File: src/rtl/code_mem_loader_pkg.sv
// Shared types for the code memory loader: frame FSM states, length width
// and the running checksum helper.
package code_mem_loader_pkg;

  localparam int LEN_W = 16;

  typedef enum logic [2:0] {
    IDLE   = 3'd0,
    LEN_HI = 3'd1,
    LEN_LO = 3'd2,
    DATA   = 3'd3,
    CSUM   = 3'd4,
    DONE   = 3'd5,
    ERR    = 3'd6
  } state_t;

  // True in the states where a frame is in flight and bytes are consumed.
  function automatic logic frame_active(input state_t s);
    return (s == LEN_HI) || (s == LEN_LO) || (s == DATA) || (s == CSUM);
  endfunction

  // One step of the XOR payload checksum.
  function automatic logic [7:0] csum_step(input logic [7:0] acc, input logic [7:0] b);
    return acc ^ b;
  endfunction

endpackage

File: src/rtl/code_mem_loader.sv
// Loads a framed byte stream (length, payload, XOR checksum) into the code
// memory write port from address 0, holding the CPU off while it does so.
module code_mem_loader
  import code_mem_loader_pkg::*;
#(
  parameter int DEPTH  = 128,
  parameter int ADDR_W = 32
) (
  input  logic              clk,
  input  logic              rst,
  input  logic              start,
  input  logic              in_valid,
  input  logic [7:0]        in_data,
  output logic              in_ready,
  output logic              wr_en,
  output logic [ADDR_W-1:0] wr_addr,
  output logic [7:0]        wr_data,
  output logic              cpu_hold,
  output logic              done,
  output logic              err
);

  localparam logic [LEN_W-1:0] DEPTH_L = LEN_W'(DEPTH);

  state_t             state_r;
  state_t             state_nx_s;
  logic               in_ready_r;
  logic               cpu_hold_r;
  logic               done_r;
  logic               err_r;
  logic               wr_en_r;
  logic [ADDR_W-1:0]  wr_addr_r;
  logic [7:0]         wr_data_r;
  logic [7:0]         len_hi_r;
  logic [LEN_W-1:0]   len_r;
  logic [LEN_W-1:0]   cnt_r;
  logic [7:0]         acc_r;

  logic               xfer_s;
  logic               clr_s;
  logic               data_wr_s;
  logic [LEN_W-1:0]   n_s;
  logic [LEN_W-1:0]   cnt_inc_s;

  // Next-state decode plus the per-cycle clear and payload-write strobes.
  always_comb begin
    state_nx_s = state_r;
    clr_s      = 1'b0;
    data_wr_s  = 1'b0;
    xfer_s     = in_valid && in_ready_r;
    n_s        = {len_hi_r, in_data};
    cnt_inc_s  = cnt_r + 16'd1;
    case (state_r)
      IDLE, DONE, ERR: begin
        if (start) begin
          state_nx_s = LEN_HI;
          clr_s      = 1'b1;
        end else begin
          state_nx_s = state_r;
        end
      end
      LEN_HI: begin
        if (xfer_s) state_nx_s = LEN_LO;
        else        state_nx_s = state_r;
      end
      LEN_LO: begin
        if (!xfer_s)              state_nx_s = state_r;
        else if (n_s > DEPTH_L)   state_nx_s = ERR;
        else if (n_s == 16'd0)    state_nx_s = CSUM;
        else                      state_nx_s = DATA;
      end
      DATA: begin
        if (xfer_s) begin
          data_wr_s = 1'b1;
          if (cnt_inc_s == len_r) state_nx_s = CSUM;
          else                    state_nx_s = state_r;
        end else begin
          state_nx_s = state_r;
        end
      end
      CSUM: begin
        if (!xfer_s)              state_nx_s = state_r;
        else if (in_data == acc_r) state_nx_s = DONE;
        else                      state_nx_s = ERR;
      end
      default: state_nx_s = IDLE;
    endcase
  end

  // State register and status flags; flags are decoded from the next state
  // so they line up with the state they describe.
  always_ff @(posedge clk or negedge rst) begin
    if (!rst) begin
      state_r    <= IDLE;
      in_ready_r <= 1'b0;
      cpu_hold_r <= 1'b0;
      done_r     <= 1'b0;
      err_r      <= 1'b0;
    end else begin
      state_r    <= state_nx_s;
      in_ready_r <= frame_active(state_nx_s);
      cpu_hold_r <= frame_active(state_nx_s);
      done_r     <= (state_nx_s == DONE);
      err_r      <= (state_nx_s == ERR);
    end
  end

  // Length capture, byte counter and checksum accumulator.
  always_ff @(posedge clk or negedge rst) begin
    if (!rst) begin
      len_hi_r <= 8'h00;
      len_r    <= 16'd0;
      cnt_r    <= 16'd0;
      acc_r    <= 8'h00;
    end else begin
      if (state_r == LEN_HI && xfer_s) len_hi_r <= in_data;
      if (state_r == LEN_LO && xfer_s) len_r    <= n_s;
      if (clr_s) begin
        cnt_r <= 16'd0;
        acc_r <= 8'h00;
      end else if (data_wr_s) begin
        cnt_r <= cnt_inc_s;
        acc_r <= csum_step(acc_r, in_data);
      end
    end
  end

  // Registered write port: a byte accepted this cycle is written next cycle.
  always_ff @(posedge clk or negedge rst) begin
    if (!rst) begin
      wr_en_r   <= 1'b0;
      wr_addr_r <= '0;
      wr_data_r <= 8'h00;
    end else begin
      wr_en_r <= data_wr_s;
      if (data_wr_s) begin
        wr_addr_r <= ADDR_W'(cnt_r);
        wr_data_r <= in_data;
      end
    end
  end

  assign in_ready = in_ready_r;
  assign cpu_hold = cpu_hold_r;
  assign done     = done_r;
  assign err      = err_r;
  assign wr_en    = wr_en_r;
  assign wr_addr  = wr_addr_r;
  assign wr_data  = wr_data_r;

endmodule

File: config.mk
export PLATFORM = sky130hd
export DESIGN_NAME = code_mem_loader
export DESIGN_NICKNAME = d
export VERILOG_FILES = /design/src/rtl/code_mem_loader_pkg.sv /design/src/rtl/code_mem_loader.sv
export SDC_FILE = /design/constraint.sdc
export NUM_CORES = 1
export LEC_CHECK = 0
export BUFFER_PORTS_ARGS = -buffer_cell sky130_fd_sc_hd__buf_2
export CAP_MARGIN = 25
export CORE_ASPECT_RATIO = 0.5
export CORE_MARGIN = 2
export CORE_UTILIZATION = 60
export CTS_BUF_LIST = sky130_fd_sc_hd__clkbuf_4 sky130_fd_sc_hd__clkbuf_8 sky130_fd_sc_hd__clkbuf_16
export DETAILED_ROUTE_END_ITERATION = 12
export GPL_TIMING_DRIVEN = 0
export PLACE_DENSITY = 0.83
export SETUP_SLACK_MARGIN = 0.02
export SLEW_MARGIN = 40
export SYNTH_ARGS = -nofsm -noshare
export SYNTH_HDL_FRONTEND = slang
export SYNTH_SLANG_ARGS = --single-unit
File: constraint.sdc
create_clock -name clk -period 4.29 [get_ports clk]
set_input_delay 0.858 -clock clk [delete_from_list [all_inputs] [get_ports clk]]
set_output_delay 0.858 -clock clk [all_outputs]
set_load 0.1 [all_outputs]
# Yosys cells after proc, flatten, opt, wreduce, memory -nomap -nowiden

Index checks and enable logic that the tools add are counted.

$add $sub $neg: 1
Order comparisons: 1
Equality and inequality tests: 14
Mux-type cells: 18
Bitwise gates (word level): 1
Reduce and logical (&&, ||, !) cells: 10

Operators by type and width:

| operator                                            | count |
|---|---|
| 2-to-1 mux 16 bit                                   | 2 |
| 2-to-1 mux 3 bit                                    | 8 |
| == test 3 bit, second input constant                | 6 |
| adder 16 x 1 -> 16 bit, second input constant       | 1 |
| == test 16 bit                                      | 1 |
| > comparator 16 x 8 -> 1 bit, second input constant | 1 |
| logical NOT 16 bit                                  | 1 |
| 2-to-1 mux 8 bit                                    | 2 |
| case mux 3 bit (5 select lines)                     | 1 |
| == test 3 x 2 -> 1 bit, second input constant       | 4 |
| == test 8 bit                                       | 1 |
| XOR 8 bit                                           | 1 |
| == test 3 x 1 -> 1 bit, second input constant       | 2 |
| 2-to-1 mux 1 bit                                    | 4 |
| logical AND 1 bit                                   | 3 |
| logical NOT 3 bit                                   | 1 |
| logical OR 1 bit                                    | 3 |
| OR reduction 3 bit                                  | 1 |
| 2-to-1 mux 2 bit                                    | 1 |
| nonzero test 2 bit                                  | 1 |

Register bits after elaboration: 79

# Longest topological paths before layout

Gate-level depths: netlist of the first run.

Depth after elaboration: 9
Gate-level depth with buffers: 10
Mapped depth without buffers: 9

# Worst setup path after synthesis of the first run

OpenSTA, ideal clock, no wires.

Path type: register -> register
From: register, netlist name cpu_hold
To: register cnt_r[15]
Arrival: 2599 ps
Required time: 4158 ps
Path slack: 1559 ps
Stages on the path, launching flop included: 10
Buffers on the path: 2
Cell sequence: dfrtp_1 -> nand2_1 -> or3_1 -> buf_2 -> or2_1 -> clkbuf_1 -> nor3_2 -> nand4_1 -> xor2_1 -> nor2_1

RTL lines:

| item                 | RTL line               | source |
|---|---|---|
| end signal, assigned | code_mem_loader.sv:122 | `cnt_r <= cnt_inc_s;` |
| end, declared        | code_mem_loader.sv:36  | `logic [LEN_W-1:0] cnt_r;` |

# Worst setup path in the final report of the first run

From: register cnt_r[0]
To: register cpu_hold_r (netlist: cpu_hold)

Longest elaborated chain between the ends: 9

RTL lines:

| item                                                             | RTL line                  | source |
|---|---|---|
| adder 16 x 1 -> 16 bit *                                         | code_mem_loader.sv:52     | `cnt_inc_s = cnt_r + 16'd1;` |
| == test 16 bit *                                                 | code_mem_loader.sv:75     | `if (cnt_inc_s == len_r) state_nx_s = CSUM;` |
| 2-to-1 mux 3 bit *                                               | code_mem_loader.sv:75     |  |
| 2-to-1 mux 3 bit *                                               | code_mem_loader.sv:73     | `if (xfer_s) begin` |
| case mux 3 bit (5 select lines) *                                | code_mem_loader.sv:53     | `case (state_r)` |
| == test 3 x 1 -> 1 bit or == test 3 x 2 -> 1 bit (tied branches) | code_mem_loader_pkg.sv:19 | `return (s == LEN_HI) \|\| (s == LEN_LO) \|\| (s == DATA) \|\| (s == CSUM);` |
| logical OR 1 bit (2 in a row)                                    | code_mem_loader_pkg.sv:19 |  |
| logical OR 1 bit *                                               | code_mem_loader_pkg.sv:19 |  |
| end signal, assigned                                             | code_mem_loader.sv:102    | `cpu_hold_r <= frame_active(state_nx_s);` |
| end, declared                                                    | code_mem_loader.sv:28     | `logic cpu_hold_r;` |

Mark *: on every way between the ends. The rest lies on a longest branch, timed or not.
A chain may end at the register's enable or synchronous reset.

==> results of run 1 <==
==> Yosys cell counts (all sizes together) (2+ instances only) <==
cell type  number
mux2           24
nor4            6
buf            31
o32a            2
xor2           31
or2             2
nand3           6
xnor2          18
and2            3
nor3            6
nand4b          2
or3             6
a31oi           2
dfrtp          79
nand2b          5
o21ai           9
and3            3
inv             5
nor2           31
nand4          10
a21oi          17
and4            2
nand2          96
clkbuf          9
==> registers in the layout, summed over array words and instances (netlist names) <==
name      cells
acc_r         8
cnt_r        16
cpu_hold      1
done          1
err           1
len_hi_r      8
len_r        16
state_r       3
wr_addr      16
wr_data       8
wr_en         1
==> power breakdown <==
group          switching, mW  leakage [nW]  internal, mW  total [mW]
clock network          0.329         0.150         0.464       0.793
registers              0.165          1.03         0.947        1.11
logic                  0.903          1.20         0.379        1.28
==> cell usage in the layout, fill, tap and decap left out, drive strengths merged, types with 9 or more instances in the layout <==
master and n:
a21oi 17, buf 72, clkbuf 18, conb 16
dfrtp 79, inv 9, mux2 24, nand2 96
nand4 10, nor2 31, o21ai 9, xnor2 18
xor2 31
==> path summary, 6_finish.rpt <==
path | from | to | cells past startpoint
setup / recovery | cnt_r[0] | cpu_hold | 10
max in group asynchronous | rst | wr_addr[11] | 2
min in group clk | wr_addr[9] | wr_addr[9] | 2
hold reg to reg | wr_addr[9] | wr_addr[9] | 2
hold / removal | rst | err | 1
setup reg to reg | cnt_r[0] | cpu_hold | 10
==> through the flow <==
stage          std cells  cell area [um^2]  utilization
6_report             581              4740        0.718
3_3_place_gp         564              4390        0.666
4_1_cts              581              4740        0.718
2_1_floorplan        432              4080            -
5_1_grt              581              4740        0.718
3_5_place_dp         565              4430        0.671
==> cell type report <==
type	instances	area, um^2	area share
multi-input cells	308	1850	0.390
plain buffers	40	234	0.0494
clock buffers	9	225	0.0475
well taps	92	115	0.0243
clock inverters	7	86.3	0.0182
repair buffers	41	234	0.0494
inverters	5	18.8	0.00396
flip-flops and latches	79	1980	0.417
==> worst max-delay path, delay by kind of cell (launching register included) <==
family,cells,cell delay (ns)
compound gates,3,0.57
xor+xnor,1,0.15
fa+ha+maj,1,0.28
buf+inv,1,0.13
flops,1,0.46
simple gates,4,1.00
==> per-layer routing <==
layer / global-route usage / up-vias / share of wire
met5: 0 / - / 0
met3: 0.0538 / 20 / 0.052
met2: 0.408 / 102 / 0.46
met4: 0.103 / 0 / 0.020
met1: 0.335 / 1508 / 0.47
li1: - / 1497 / -
==> cell families after synthesis <==
group | after synthesis | share of synthesized area
AND/OR/NAND/NOR | 179 | 0.207
buffers and inverters | 45 | 0.0629
adder cells (fa/ha/maj) | 1 | 0.00311
AO/OA/AOI/OAI | 39 | 0.0601
multiplexers | 24 | 0.0672
other | 1 | 0.000933
XOR/XNOR | 49 | 0.107
flip-flops | 79 | 0.492
==> metrics.txt, run 1 <==
status=completed; leakage=2.39 nW; nature of the critical path endpoint=flip-flop; Slew HR=0.543; Core Region=6600 um^2; Post-Syn Instances=417; top cell type's share of synthesized area=0.492; syn avg cell area=9.64 um^2; DP Wirelength=6100 um; f_max=374 MHz; Yosys reg bits=79; Area Overhead vs Synth=17.8%; final setup vio count=0; drt first pass iters=5; antenna cells=0; VDD IR max=0.478 mV; Remaining Overflow, GRT=0; Starting Density=0.610; Syn Std Cell Area=4020 um^2; worst-case clock buffer depth=2; drt wl/cell=15.0 um; RSZ-0062 raised after global routing=false; DRC=0; Slowest-stage cell, CP=nor4_2; share of cells above drive strength 1=0.239; GRT Overall Usage=0.249; worst min path class=in -> async; die height=61.9 um; # fillers=492; via count=3127; post-route ant nets=0; Die ar.=7410 um^2; register area share after synthesis=0.492; Clock Skew=0.00650 ns; YS warnings=0; PD cells=673 nW/um^2; first-pass GRT wire length=13800 um; Main synth FF type=dfrtp_1; Post-CTS Setup Inserts=0; clk sink count=79; endpoints failing hold=0; initial drt markers=198; Nets=497; Worst-Skew Late Latency=0.34 ns; EDFF count, synth=0; FFs w/ async S/R, synth=1.00; final hold slack=0.381 ns; number of global-route vias before repair=2783; Slew Viols, Final=0; final worst-path setup slack=1.62 ns; clock root buffer master=clkbuf_16; GPL Wtd Cong=0.910; WP data arrival=2.94 ns; Max-cap violations=0; largest net degree at the start of global routing=52; worst path cell trace=ha_1 > and2_1 > and3_1 > buf_4 > nand4_2 > a21oi_2 > o2111ai_1 > nor4_2 > o311a_1 > xor2_1; Chip Width=120 um; CTS clk-pin slew, worst paths=0.06 ns; Yosys cell types=44; post-route clock period utilization=0.622; post-CTS sizing=0; Tightest Pin Transition=0.682 ns; cts hold-fix bufs=0; total CTS buffers=9; post-layout min period=2.67 ns; vias per cell=5.38; Fin Setup TNS=0 ns; CTS HTree Levels=3; WS Path Type=reg -> reg; CP peak stage delay=0.47 ns; Rows=21; setup slack, reg-to-reg=1.62 ns; Tot Pwr=3.19 mW; CTS tree=done; Critical Path RT=4.56 ns; total wire length=8740 um; post-synth top area cell=dfrtp_1; port bufs=40; initial antenna violation count=0; Max FO, Critical Path=6; crit start category=flip-flop; dominant cells by area after synthesis=dfrtp_1, nand2_1, xor2_1; Place WS=1.40 ns; I/O pins=57
No activity file was read; power rests on OpenSTA's default activity.
==> run 2: changes to the inputs <==
- CORE_UTILIZATION: 60 -> 52
- PLACE_DENSITY: 0.83 -> 0.76
- clock period: 4.29 -> 2.45 ns (I/O delays scaled with it)
==> run 2 against run 1 <==
  * Cell count rose by 0.69%
  * Combinational power up 78%
  * Flip-flop and latch count unchanged
  * Critical path depth increased by 1
  * Routed wire length is 3.4% higher
  * Via count fell by 1.9%
  * Hold slack got worse by 0.37 ns
  * Non-clock buffer count unchanged
  * Utilization is 6.8 points lower
  * Sequential power grew 77%
  * Setup slack got worse by 1.6 ns
  * Clock skew about the same
  * Critical path type unchanged
==> metrics.txt, run 2 (synthesized netlist as in run 1, its figures left out) <==
RSZ-0062 raised after global routing=true (was false); GPL Wtd Cong=0.908 (was 0.910); share of cells above drive strength 1=0.272 (was 0.239); Nets=497 (unchanged); CP peak stage delay=0.45 ns (was 0.47 ns); Comb pwr share=0.404 (was 0.402); Internal Power=3.17 mW (was 1.79 mW); status=completed (unchanged); Tot Pwr=5.65 mW (was 3.19 mW); clock network power share=0.247 (was 0.249); post-route ant nets=0 (unchanged); number of global-route vias before repair=2927 (was 2783); I/O pins=57 (unchanged); # fillers=621 (was 492); CTS clk-pin slew, worst paths=0.07 ns (was 0.06 ns); port bufs=40 (unchanged); initial drt markers=221 (was 198); most frequent cells in the layout=nand2_1, dfrtp_1, buf_2 (unchanged); Remaining Overflow, GRT=0 (unchanged); CTS HTree Levels=3 (unchanged); antenna cells=0 (unchanged); buffers and inverters on the worst path=2 (was 1); final hold slack=0.00732 ns (was 0.381 ns); clk sink count=79 (unchanged); drt wl/cell=15.5 um (was 15.0 um); Critical Path RT=2.71 ns (was 4.56 ns); crit start category=flip-flop (unchanged); Worst-Skew Late Latency=0.34 ns (about the same); Top cell by count, worst path=buf_4; WS Path Type=reg -> reg (unchanged); initial antenna violation count=0 (unchanged); worst min path class=in -> async (unchanged); Chip Width=128 um (was 120 um); total wire length=9040 um (was 8740 um); switching pwr=2.48 mW (was 1.40 mW); commonest non-fill, non-tap cell in the layout=nand2_1 (unchanged); Area Overhead vs Synth=19.8% (was 17.8%); worst-case clock buffer depth=2 (unchanged); cts hold-fix bufs=0 (unchanged); Slowest-stage cell, CP=dfrtp_1 (was nor4_2); via count=3067 (was 3127); PD cells=1170 nW/um^2 (was 673 nW/um^2); Rows=22 (was 21); Die ar.=8490 um^2 (was 7410 um^2); WP data arrival=2.69 ns (was 2.94 ns); CP top delay family=simple AND/OR/NAND/NOR gates (unchanged); GRT Overall Usage=0.230 (was 0.249); total CTS buffers=9 (unchanged); drt first pass iters=4 (was 5); Multi-input gate area=1900 um^2 (was 1850 um^2); nature of the critical path endpoint=flip-flop (unchanged); Core Region=7400 um^2 (was 6600 um^2); Slew HR=0.545 (was 0.543); DRC=0 (unchanged); Max FO, Critical Path=6 (unchanged); final setup vio count=0 (unchanged); Clock Skew=0.00655 ns (was 0.00650 ns); Max-cap violations=0 (unchanged); vias per cell=5.24 (was 5.38); worst path cell trace=ha_4 > and2_4 > and3_1 > buf_4 > nand4_2 > a21oi_2 > o2111ai_2 > nor4_2 > buf_4 > o311a_1 > xor2_1 (was ha_1 > and2_1 > and3_1 > buf_4 > nand4_2 > a21oi_2 > o2111ai_1 > nor4_2 > o311a_1 > xor2_1); VDD IR max=0.973 mV (was 0.478 mV); clock root buffer master=clkbuf_16 (unchanged); post-layout min period=2.43 ns (was 2.67 ns); Slew Viols, Final=0 (unchanged); f_max=411 MHz (was 374 MHz); die height=66.2 um (was 61.9 um); endpoints failing hold=0 (unchanged); first-pass GRT wire length=14700 um (was 13800 um); Fin Setup TNS=0 ns (unchanged); Reg area=1980 um^2 (about the same); Tightest Pin Transition=0.679 ns (was 0.682 ns); DP Wirelength=6060 um (was 6100 um); largest net degree at the start of global routing=53 (was 52); Flop pwr share=0.349 (about the same); switch share=0.439 (was 0.438); CTS tree=done (unchanged); Starting Density=0.543 (was 0.610); post-route clock period utilization=0.992 (was 0.622); leakage=2.42 nW (was 2.39 nW)
## run 2: through the flow
stage | cell area (um^2) | worst slack [ns] | std cells | utilization
floorplan | 4080 | 0.0448 | 432 | -
global placement | 4400 | -0.0908 | 568 | 0.594
detailed placement | 4430 | -0.144 | 569 | 0.599
CTS | 4750 | 0.0206 | 585 | 0.642
global route | 4820 | -0.157 | 585 | 0.650
finish | 4820 | 0.0196 | 585 | 0.650
## run 2: worst register-to-register path, delay by kind of cell (launching register included)
| kind | cells | cell delay, ns |
|---|---|---|
| compound gates | 3 | 0.49 |
| xor+xnor | 1 | 0.17 |
| fa+ha+maj | 1 | 0.20 |
| buf+inv | 2 | 0.32 |
| flops | 1 | 0.45 |
| simple gates | 4 | 0.72 |
## run 2: cell type report
class	instances	area share
buffer	36	0.0468
sequential	79	0.411
multi-input combinational	308	0.394
clock buffer	9	0.0468
tap	96	0.0249
clock inverter	7	0.0179
timing repair buffer	45	0.0548
inverter	5	0.00390
## run 2: routing by layer
layer | global-route usage | wire length, um | up-vias
met5 | 0 | 0 | -
met4 | 0.0755 | 146 | 0
met3 | 0.0558 | 557 | 14
met2 | 0.373 | 4230 | 85
met1 | 0.306 | 4100 | 1477
li1 | - | - | 1491
## run 2: path summary, 6_finish.rpt
check | start | end | slack [ns] | cells after the start
max | cnt_r[1] | cpu_hold | 0.02 | 11
min | rst | wr_data[2] | 0.007 | 1
max reg2reg | cnt_r[1] | cpu_hold | 0.02 | 11
min reg2reg | wr_addr[13] | wr_addr[13] | 0.47 | 2
max in group asynchronous | rst | wr_addr[3] | 1.91 | 2
min in group clk | in_data[3] | wr_data[3] | 0.46 | 3
## run 2: repair_timing
| item | 4_1_cts | 5_1_grt |
|---|---|---|
| gates resized for setup | 3 | 14 |
| endpoints found under the setup margin | 11 | 26 |
| buffers inserted | 0 | 4 |
| pin swaps | 1 | 3 |
## run 2: power by group through the flow
stage	Sequential [mW]	Clock [mW]	Combinational, mW
finish	1.97	1.40	2.28
global route	2.01	1.48	2.43
CTS	1.94	1.41	2.25
detailed placement	1.95	0	2.22
global placement	1.94	0	2.16
floorplan	2.56	0	1.16
